$ cat config.mk
export PLATFORM = sky130hd
export DESIGN_NAME = hazard_scoreboard
export DESIGN_NICKNAME = d
export VERILOG_FILES = /design/src/rtl/hazard_pkg.sv /design/src/rtl/md_sequencer.sv /design/src/rtl/hazard_scoreboard.sv
export SDC_FILE = /design/constraint.sdc
export NUM_CORES = 1
export LEC_CHECK = 0
export ABC_AREA = 1
export BUFFER_PORTS_ARGS = -buffer_cell sky130_fd_sc_hd__buf_2
export CORE_ASPECT_RATIO = 1.5
export CORE_MARGIN = 2
export CORE_UTILIZATION = 54
export DETAILED_ROUTE_END_ITERATION = 16
export PLACE_DENSITY = 0.79
export SLEW_MARGIN = 0
export SYNTH_ARGS = -nofsm -noshare
export SYNTH_HDL_FRONTEND = slang
export SYNTH_SLANG_ARGS = --single-unit
export TNS_END_PERCENT = 5
$ cat constraint.sdc
create_clock -name clk -period 1.9 [get_ports clk]
set_input_delay 0.38 -clock clk [delete_from_list [all_inputs] [get_ports clk]]
set_output_delay 0.38 -clock clk [all_outputs]
set_load 0.02 [all_outputs]
$ cat src/rtl/hazard_pkg.sv
// Shared types and constants for the decode-side hazard scoreboard.
package hazard_pkg;

   localparam int FWD_RF      = 0;
   localparam int SB_RD_MAX_W = 8;

   typedef struct packed {
      logic                   valid;
      logic [SB_RD_MAX_W-1:0] rd;
      logic                   is_load;
   } sb_entry_t;

   function automatic int fsel_w(input int depth);
      return $clog2(depth + 1);
   endfunction

endpackage

$ cat src/rtl/md_sequencer.sv
// Busy counter for the single iterative mul/div unit: issue gating, busy flag
// and a registered done pulse on the last busy cycle.
module md_sequencer
   import hazard_pkg::*;
#(
   parameter int MD_LATENCY = 32
) (
   input  logic clk,
   input  logic rst,
   input  logic start_req,
   input  logic issue_block,
   output logic md_issue,
   output logic md_busy,
   output logic md_done
);

   localparam int               CNT_W    = $clog2(MD_LATENCY + 1);
   localparam logic [CNT_W-1:0] CNT_LOAD = CNT_W'(MD_LATENCY - 1);

   logic [CNT_W-1:0] cnt_r;
   logic [CNT_W-1:0] cnt_next_s;
   logic             done_r;

   assign md_busy  = (cnt_r != {CNT_W{1'b0}});
   assign md_issue = start_req & ~md_busy & ~issue_block;
   assign md_done  = done_r;

   // Next counter value: load on issue, count down while busy.
   always_comb begin
      cnt_next_s = cnt_r;
      if (md_issue) begin
         cnt_next_s = CNT_LOAD;
      end else if (md_busy) begin
         cnt_next_s = cnt_r - CNT_W'(1);
      end else begin
         cnt_next_s = cnt_r;
      end
   end

   // Counter and done pulse; done fires in the cycle the counter reads 1.
   always_ff @(posedge clk) begin
      if (rst) begin
         cnt_r  <= {CNT_W{1'b0}};
         done_r <= 1'b0;
      end else begin
         cnt_r  <= cnt_next_s;
         done_r <= (cnt_next_s == CNT_W'(1));
      end
   end

endmodule

$ cat src/rtl/hazard_scoreboard.sv
// Decode-side hazard scoreboard: forwarding selects, load-use/branch/mul-div stalls.
// Optional stall-cycle counter port enabled by defining HAZARD_PERF_CNT_EN.
module hazard_scoreboard
   import hazard_pkg::*;
#(
   parameter  int REG_ADDR_W = 5,
   parameter  int FWD_DEPTH  = 3,
   parameter  int MD_LATENCY = 32,
   localparam int FSEL_W     = fsel_w(FWD_DEPTH)
) (
   input  logic                  clk,
   input  logic                  rst,
   input  logic                  dec_valid,
   input  logic [REG_ADDR_W-1:0] dec_rs,
   input  logic [REG_ADDR_W-1:0] dec_rt,
   input  logic [REG_ADDR_W-1:0] dec_rd,
   input  logic                  dec_regwrite,
   input  logic                  dec_is_load,
   input  logic                  dec_is_branch,
   input  logic                  dec_md_start,
   input  logic                  dec_md_read,
   input  logic                  flush_decode,
   output logic                  stall_pc,
   output logic                  stall_decode,
   output logic                  flush_exe,
   output logic [FSEL_W-1:0]     fwd_a,
   output logic [FSEL_W-1:0]     fwd_b,
   output logic                  md_issue,
   output logic                  md_busy,
   output logic                  md_done
`ifdef HAZARD_PERF_CNT_EN
  ,output logic [31:0]           perf_stall_cycles
`endif
);

   sb_entry_t              sb_r [FWD_DEPTH];
   sb_entry_t              new_entry_s;
   logic [SB_RD_MAX_W-1:0] rs_ext_s;
   logic [SB_RD_MAX_W-1:0] rt_ext_s;
   logic [SB_RD_MAX_W-1:0] rd_ext_s;
   logic [FSEL_W-1:0]      fwd_a_s;
   logic [FSEL_W-1:0]      fwd_b_s;
   logic                   load_use_s;
   logic                   branch_haz_s;
   logic                   md_haz_s;
   logic                   stall_s;
   logic                   md_busy_s;

   // Widen register addresses to the entry's fixed rd width.
   always_comb begin
      rs_ext_s = {SB_RD_MAX_W{1'b0}};
      rt_ext_s = {SB_RD_MAX_W{1'b0}};
      rd_ext_s = {SB_RD_MAX_W{1'b0}};
      rs_ext_s[REG_ADDR_W-1:0] = dec_rs;
      rt_ext_s[REG_ADDR_W-1:0] = dec_rt;
      rd_ext_s[REG_ADDR_W-1:0] = dec_rd;
   end

   // Youngest matching producer wins; a load still in EXE has no data yet.
   always_comb begin
      fwd_a_s = FSEL_W'(FWD_RF);
      fwd_b_s = FSEL_W'(FWD_RF);
      for (int k = FWD_DEPTH - 1; k >= 0; k--) begin
         fwd_a_s = (sb_r[k].valid && !(k == 0 && sb_r[0].is_load) && (sb_r[k].rd == rs_ext_s))
                   ? FSEL_W'(k + 1) : fwd_a_s;
         fwd_b_s = (sb_r[k].valid && !(k == 0 && sb_r[0].is_load) && (sb_r[k].rd == rt_ext_s))
                   ? FSEL_W'(k + 1) : fwd_b_s;
      end
      fwd_a_s = (dec_rs == {REG_ADDR_W{1'b0}}) ? FSEL_W'(FWD_RF) : fwd_a_s;
      fwd_b_s = (dec_rt == {REG_ADDR_W{1'b0}}) ? FSEL_W'(FWD_RF) : fwd_b_s;
   end

   assign load_use_s = dec_valid & sb_r[0].valid & sb_r[0].is_load &
                       (((dec_rs != {REG_ADDR_W{1'b0}}) & (sb_r[0].rd == rs_ext_s)) |
                        ((dec_rt != {REG_ADDR_W{1'b0}}) & (sb_r[0].rd == rt_ext_s)));

   // Branches compare in decode, so an EXE result or a load in MEM is too late.
   assign branch_haz_s = dec_is_branch &
                         ((sb_r[0].valid & ((sb_r[0].rd == rs_ext_s) | (sb_r[0].rd == rt_ext_s))) |
                          (sb_r[1].valid & sb_r[1].is_load &
                           ((sb_r[1].rd == rs_ext_s) | (sb_r[1].rd == rt_ext_s))));

   assign md_haz_s = dec_valid & (dec_md_start | dec_md_read) & md_busy_s;
   assign stall_s  = load_use_s | branch_haz_s | md_haz_s;

   assign new_entry_s.valid   = dec_valid & dec_regwrite & (dec_rd != {REG_ADDR_W{1'b0}}) &
                                ~stall_s & ~flush_decode;
   assign new_entry_s.rd      = rd_ext_s;
   assign new_entry_s.is_load = dec_is_load;

   // Scoreboard shift; stalls and flushes enter as bubbles at the head.
   always_ff @(posedge clk) begin
      if (rst) begin
         for (int i = 0; i < FWD_DEPTH; i++) begin
            sb_r[i] <= '0;
         end
      end else begin
         sb_r[0] <= new_entry_s;
         for (int i = 1; i < FWD_DEPTH; i++) begin
            sb_r[i] <= sb_r[i-1];
         end
      end
   end

   md_sequencer #(
      .MD_LATENCY (MD_LATENCY)
   ) u_md_sequencer (
      .clk         (clk),
      .rst         (rst),
      .start_req   (dec_valid & dec_md_start),
      .issue_block (load_use_s | branch_haz_s | flush_decode),
      .md_issue    (md_issue),
      .md_busy     (md_busy_s),
      .md_done     (md_done)
   );

   assign md_busy      = md_busy_s;
   assign stall_pc     = stall_s;
   assign stall_decode = stall_s;
   assign flush_exe    = stall_s | flush_decode;
   assign fwd_a        = fwd_a_s;
   assign fwd_b        = fwd_b_s;

`ifdef HAZARD_PERF_CNT_EN
   logic [31:0] perf_r;

   // Saturating count of stalled cycles.
   always_ff @(posedge clk) begin
      if (rst) begin
         perf_r <= 32'd0;
      end else if (stall_s && (perf_r != 32'hFFFF_FFFF)) begin
         perf_r <= perf_r + 32'd1;
      end else begin
         perf_r <= perf_r;
      end
   end

   assign perf_stall_cycles = perf_r;
`endif

endmodule

## Yosys cells after proc, flatten, opt, wreduce, memory -nomap -nowiden

Memories as Yosys holds them, arrays and structs flattened.
Cells that the tools add are included.

- Bits in registers: 7
- Bits in writable memories: 30
- Input port bits: 24
- Memories: 1
- Output and inout port bits: 10

Memories:

| memory | words | width | rd ports | clocked after Yosys merged registers in | wr ports | line | text |
|---|---|---|---|---|---|---|---|
| sb_r | 3 | 10 | 3 | 0 | 3 | hazard_scoreboard.sv:36 | `sb_entry_t sb_r [FWD_DEPTH];` |

- Bitwise operators: 34
- Multiplexer cells: 16
- Eq/ne operators: 7
- Add/sub/neg operators: 1
- Reductions and logical operators: 14

Operators with widths:

| kind | count |
|---|---|
| $eq 8x5->1 | 6 |
| $mux 10 | 3 |
| $and 1x1->1 | 18 |
| $mux 2 | 8 |
| $reduce_bool 5->1 | 3 |
| $mux 6 | 2 |
| $or 1x1->1 | 12 |
| $logic_not 5->1 | 2 |
| $logic_and 1x1->1 | 7 |
| $eq 6x1->1 const B | 1 |
| $reduce_bool 6->1 | 1 |
| $sub 6x1->6 const B | 1 |
| $not 1->1 | 4 |
| $mux 1 | 3 |
| $logic_not 1->1 | 1 |

## Logic depth before layout (Yosys ltp)

An unclocked memory read counts as a cell.

- Depth in word-level cells: 12
- Depth in mapped cells: 13
- Depth with buffers taken out: 13

## Hierarchy

Synthesis repeated with hierarchy kept, for this count alone.

- Cells, all modules: 263
- Area total of the unflattened synthesis: 1,642.8 um^2

Modules (own cells, without submodules):

| module | area each (um^2) | instances | cells an instance |
|---|---|---|---|
| hazard_scoreboard | 1,227.4 | 1 | 205 |
| md_sequencer | 415.4 | 1 | 58 |

## Worst setup path after synthesis

OpenSTA, ideal clock, no wires.

- Path kind: flip-flop to output port
- Start point: reg u_md_sequencer.cnt_r[0]
- End point: out stall_pc
- Arrival: 1,478 ps
- Setup slack: 42 ps
- Cell stages (with the launch flop): 9
- Path buffers: 1
- Required time: 1,520 ps
- Path through: dfxtp_1 > inv_1 > ha_1 > inv_1 > nor2_1 > nand2_4 > o211ai_1 > nand3_1 > buf_4

- Word-level cells in the longest chain between the ends: 3

Ends and longest elaborated chain:

| item | line | text |
|---|---|---|
| start, declared | md_sequencer.sv:20 | `logic [CNT_W-1:0] cnt_r;` |
| start signal, assigned | md_sequencer.sv:43 | `cnt_r <= {CNT_W{1'b0}};` |
| start signal, assigned | md_sequencer.sv:46 | `cnt_r <= cnt_next_s;` |
| $reduce_bool 6->1 | md_sequencer.sv:24 | `assign md_busy = (cnt_r != {CNT_W{1'b0}});` |
| named net md_busy | hazard_scoreboard.sv:29 | `output logic md_busy,` |
| $and 1x1->1 | hazard_scoreboard.sv:83 | `assign md_haz_s = dec_valid & (dec_md_start \| dec_md_read) & md_busy_s;` |
| $or 1x1->1 | hazard_scoreboard.sv:84 | `assign stall_s = load_use_s \| branch_haz_s \| md_haz_s;` |
| end, declared | hazard_scoreboard.sv:23 | `output logic stall_pc,` |

The timed path passes the listed nets, and every way through them passes these cells.

==> summary.txt <==
Run status
  • Outcome: finished, violations left
  • Failing checks: negative setup slack

Routing
  • Routed len/inst: 12.29 um
  • Vias: 1635
  • Routed Antenna Nets: 0
  • Vias/cell: 4.940
  • First DRT Iteration DRCs: 54
  • # DRC: 0
  • Routed wire length: 4069 um
  • Pre-antenna DRT Iters: 4

Placed design
  • Routability cong.: 0.8902
  • Port bufs: 33
  • Dpl cell area: 1853 um^2
  • DP HPWL: 2992 um
  • Pre-CTS WS: -0.05611 ns

Power and ir drop
  • Sequential group share of total power: 0.381
  • Switching Power: 0.6996 mW
  • Comb pwr share: 0.439
  • Total power: 1.782 mW
  • P_int: 1.082 mW
  • Power per cell area: 873.7 nW/um^2
  • Sw Ratio: 0.3926
  • Static leakage: 1.032 nW
  • Clock Power Share: 0.179
  • Peak VDD IR: 0.7871 mV

Clock network
  • Clock sinks: 27
  • Worst-Skew Late Latency: 0.27 ns
  • Worst-path clk slew: 0.09 ns
  • Root Buffer: clkbuf_8
  • H-tree Lvls: 1
  • CTS tree: built
  • CTS Buffer Depth: 2
  • Cts bufs inserted: 3

Synth
  • Post-synth ARST share: 0
  • Top FF cell, synth: dfxtp_1
  • Seq/Total Area, Yosys: 0.3367
  • Synth cell types: 26
  • Number of flops mapped to enable cells by yosys: 0
  • Post-Syn Area: 1605 um^2
  • Syn avg cell area: 6.447 um^2
  • Post-Syn Nets: 275
  • Synthesized instance count: 249
  • Yosys warnings: 0
  • Synthesized flop and latch total: 27

Worst setup path
  • Buf/Inv on CP: 2
  • R2R setup slack: 0.23 ns
  • CP cell instances: a21oi_2 > o2111ai_2 > nor4_2 > buf_4 > o21ai_2 > nor2_1 > buf_4
  • CP Data Arrival Time: 1.70 ns
  • Startpoint types: flop
  • CP max-delay cell: dfxtp_4
  • CP peak stage delay: 0.37 ns
  • Crit-path leading delay family: simple AND/OR/NAND/NOR gates
  • Critical Path RT: 1.52 ns
  • Worst path most repeated cell: buf_4
  • Max FO, Critical Path: 3
  • Crit end category: output pin
  • Critical path class: reg2out

GRT
  • Met3 GRT Util: 0.03165
  • M1 GR Usage: 0.2764
  • Met2 usage: 0.4753
  • Vias in the first global route: 1613
  • GRT busiest layer: met2
  • Antenna violations before repair: 0
  • Pin count of the biggest net entering global routing: 15
  • All-Layer GR Usage: 0.2549
  • First-pass GRT wire length: 6837 um
  • GRT overflow: 0

Timing
  • Final setup vio count: 8
  • Setup Skew: 0.004441 ns
  • Fin crit period: 2.078 ns
  • Achievable frequency: 0.4813 GHz
  • Final worst slack: -0.1779 ns
  • Final period utilization: 1.094
  • Worst-Margin Slew: 0.2943 ns
  • Slew headroom: 0.8022
  • Final hold vios: 0
  • Final-report max-slew violation count: 0
  • Unrepaired setup endpoints after global routing: true

Die
  • Rows: 24
  • Die Height: 70.78 um
  • Initial core utilization: 0.5569
  • Core area: 2883 um^2
  • Full die area: 3434 um^2
  • Die width: 48.52 um
  • Top Ports: 34

Min path
  • HP Class: in2reg

Finish
  • Commonest non-fill, non-tap cell in the layout: nand2_1
  • P&R area growth vs syn: 27.05%
  • Cell area after layout: 2039 um^2
  • Antenna diode count: 0
  • Commonest cells after routing, fill and taps aside: nand2_1 (60), inv_1 (39), nor2_1 (34)
  • Share of cells above drive strength 1: 0.3459
  • Nets: 319

Job
  • Maxcap violations: 0
-- flip-flops by register name (all words and copies together), names as in the netlist --
name / cells
sb_r: 20
u_md_sequencer.cnt_r: 6
u_md_sequencer.md_done: 1
-- layout make-up --
cell class	instances	area, um^2
Tap cell	39	48.80
Clock buffer	4	45.04
Multi-Input combinational cell	168	938.4
Fill cell	271	843.3
Sequential cell	27	558.0
Timing Repair Buffer	43	261.5
Inverter	50	187.7
-- Yosys cell counts, types with 2 or more instances --
cell / instances / share of area
nor3_1: 2 / 0.0062
o2111ai_1: 3 / 0.016
nand3_1: 4 / 0.012
a21oi_1: 6 / 0.019
o22ai_1: 2 / 0.0078
a21boi_0: 2 / 0.0094
xnor2_1: 4 / 0.022
o21ai_0: 9 / 0.028
nor4_1: 3 / 0.012
inv_1: 41 / 0.096
nand3_2: 5 / 0.031
xor2_1: 6 / 0.033
nand2_2: 3 / 0.012
nor2_2: 7 / 0.027
nor2_1: 38 / 0.089
nand2_1: 62 / 0.14
nand4_1: 6 / 0.023
ha_1: 2 / 0.016
clkbuf_1: 3 / 0.0070
inv_2: 9 / 0.021
dfxtp_1: 27 / 0.34
-- logic make-up (layout without fill, tap and decap cells) --
logic type / after synthesis / count (layout) / synth area share
AO/OA/AOI/OAI: 24 / 24 / 0.08886
adder cells (fa/ha/maj): 2 / 2 / 0.01559
AND/OR/NAND/NOR: 132 / 132 / 0.3757
buffers and inverters: 54 / 97 / 0.1286
XOR/XNOR: 10 / 10 / 0.05456
flip-flops: 27 / 27 / 0.3367
-- power by group through the flow --
stage,Sequential [mW],Clock [mW],Combinational (mW)
final,0.679,0.320,0.783
after global routing,0.687,0.353,0.892
after CTS,0.678,0.326,0.759
after detailed placement,0.688,0,0.741
after global placement,0.686,0,0.722
after floorplan,0.687,0,0.536
-- through the flow --
stage	std cells	util	setup TNS [ns]	hold slack (ns)
finish	331	0.7075	-0.7022	0.3065
CTS	330	0.6810	-0.5562	0.3144
detailed placement	324	0.6428	-0.09079	0.4448
floorplan	249	-	0	0.4241
global route	331	0.7075	-1.467	0.3275
global placement	324	0.6428	0	0.4408
-- metal layers --
metal  vias to the layer above  wire length, um  part of all wire
met5                         -                0                 0
met4                         0              153             0.038
met3                        10              182             0.045
met2                        54             2157              0.53
met1                       720             1576              0.39
li1                        851                -                 -
-- worst register-to-register path: cells and delay by family, from the launching register on --
kind	cells	cell delay [ns]
buffers and inverters	3	0.33
AOI/OAI and AO/OA	1	0.12
adders and majority gates	1	0.15
DFF	1	0.33
and+or+nand+nor	6	0.69
-- final timing paths --
check | startpoint | endpoint | depth (start not counted)
hold reg to reg | sb_r[0][0]$_SDFF_PP0_ | sb_r[0][10]$_SDFF_PP0_ | 2
setup reg to reg | u_md_sequencer.cnt_r[1]$_SDFF_PP0_ | u_md_sequencer.md_done$_SDFF_PP0_ | 11
hold / removal | dec_is_load | sb_r[0][0]$_SDFF_PP0_ | 3
setup / recovery | sb_r[0][24]$_SDFF_PP0_ | fwd_a[1] | 7
-- what timing repair did --
action                     in CTS  in global routing
hold buffers                    0                  0
setup endpoints to repair       9                  8
hold endpoints to repair        0                  0
setup buffers                   2                  1
gates cloned                    0                  0
gates resized for setup        22                 25
pin swaps                       4                  8
Note: power is estimated with default switching activity, not from simulation.
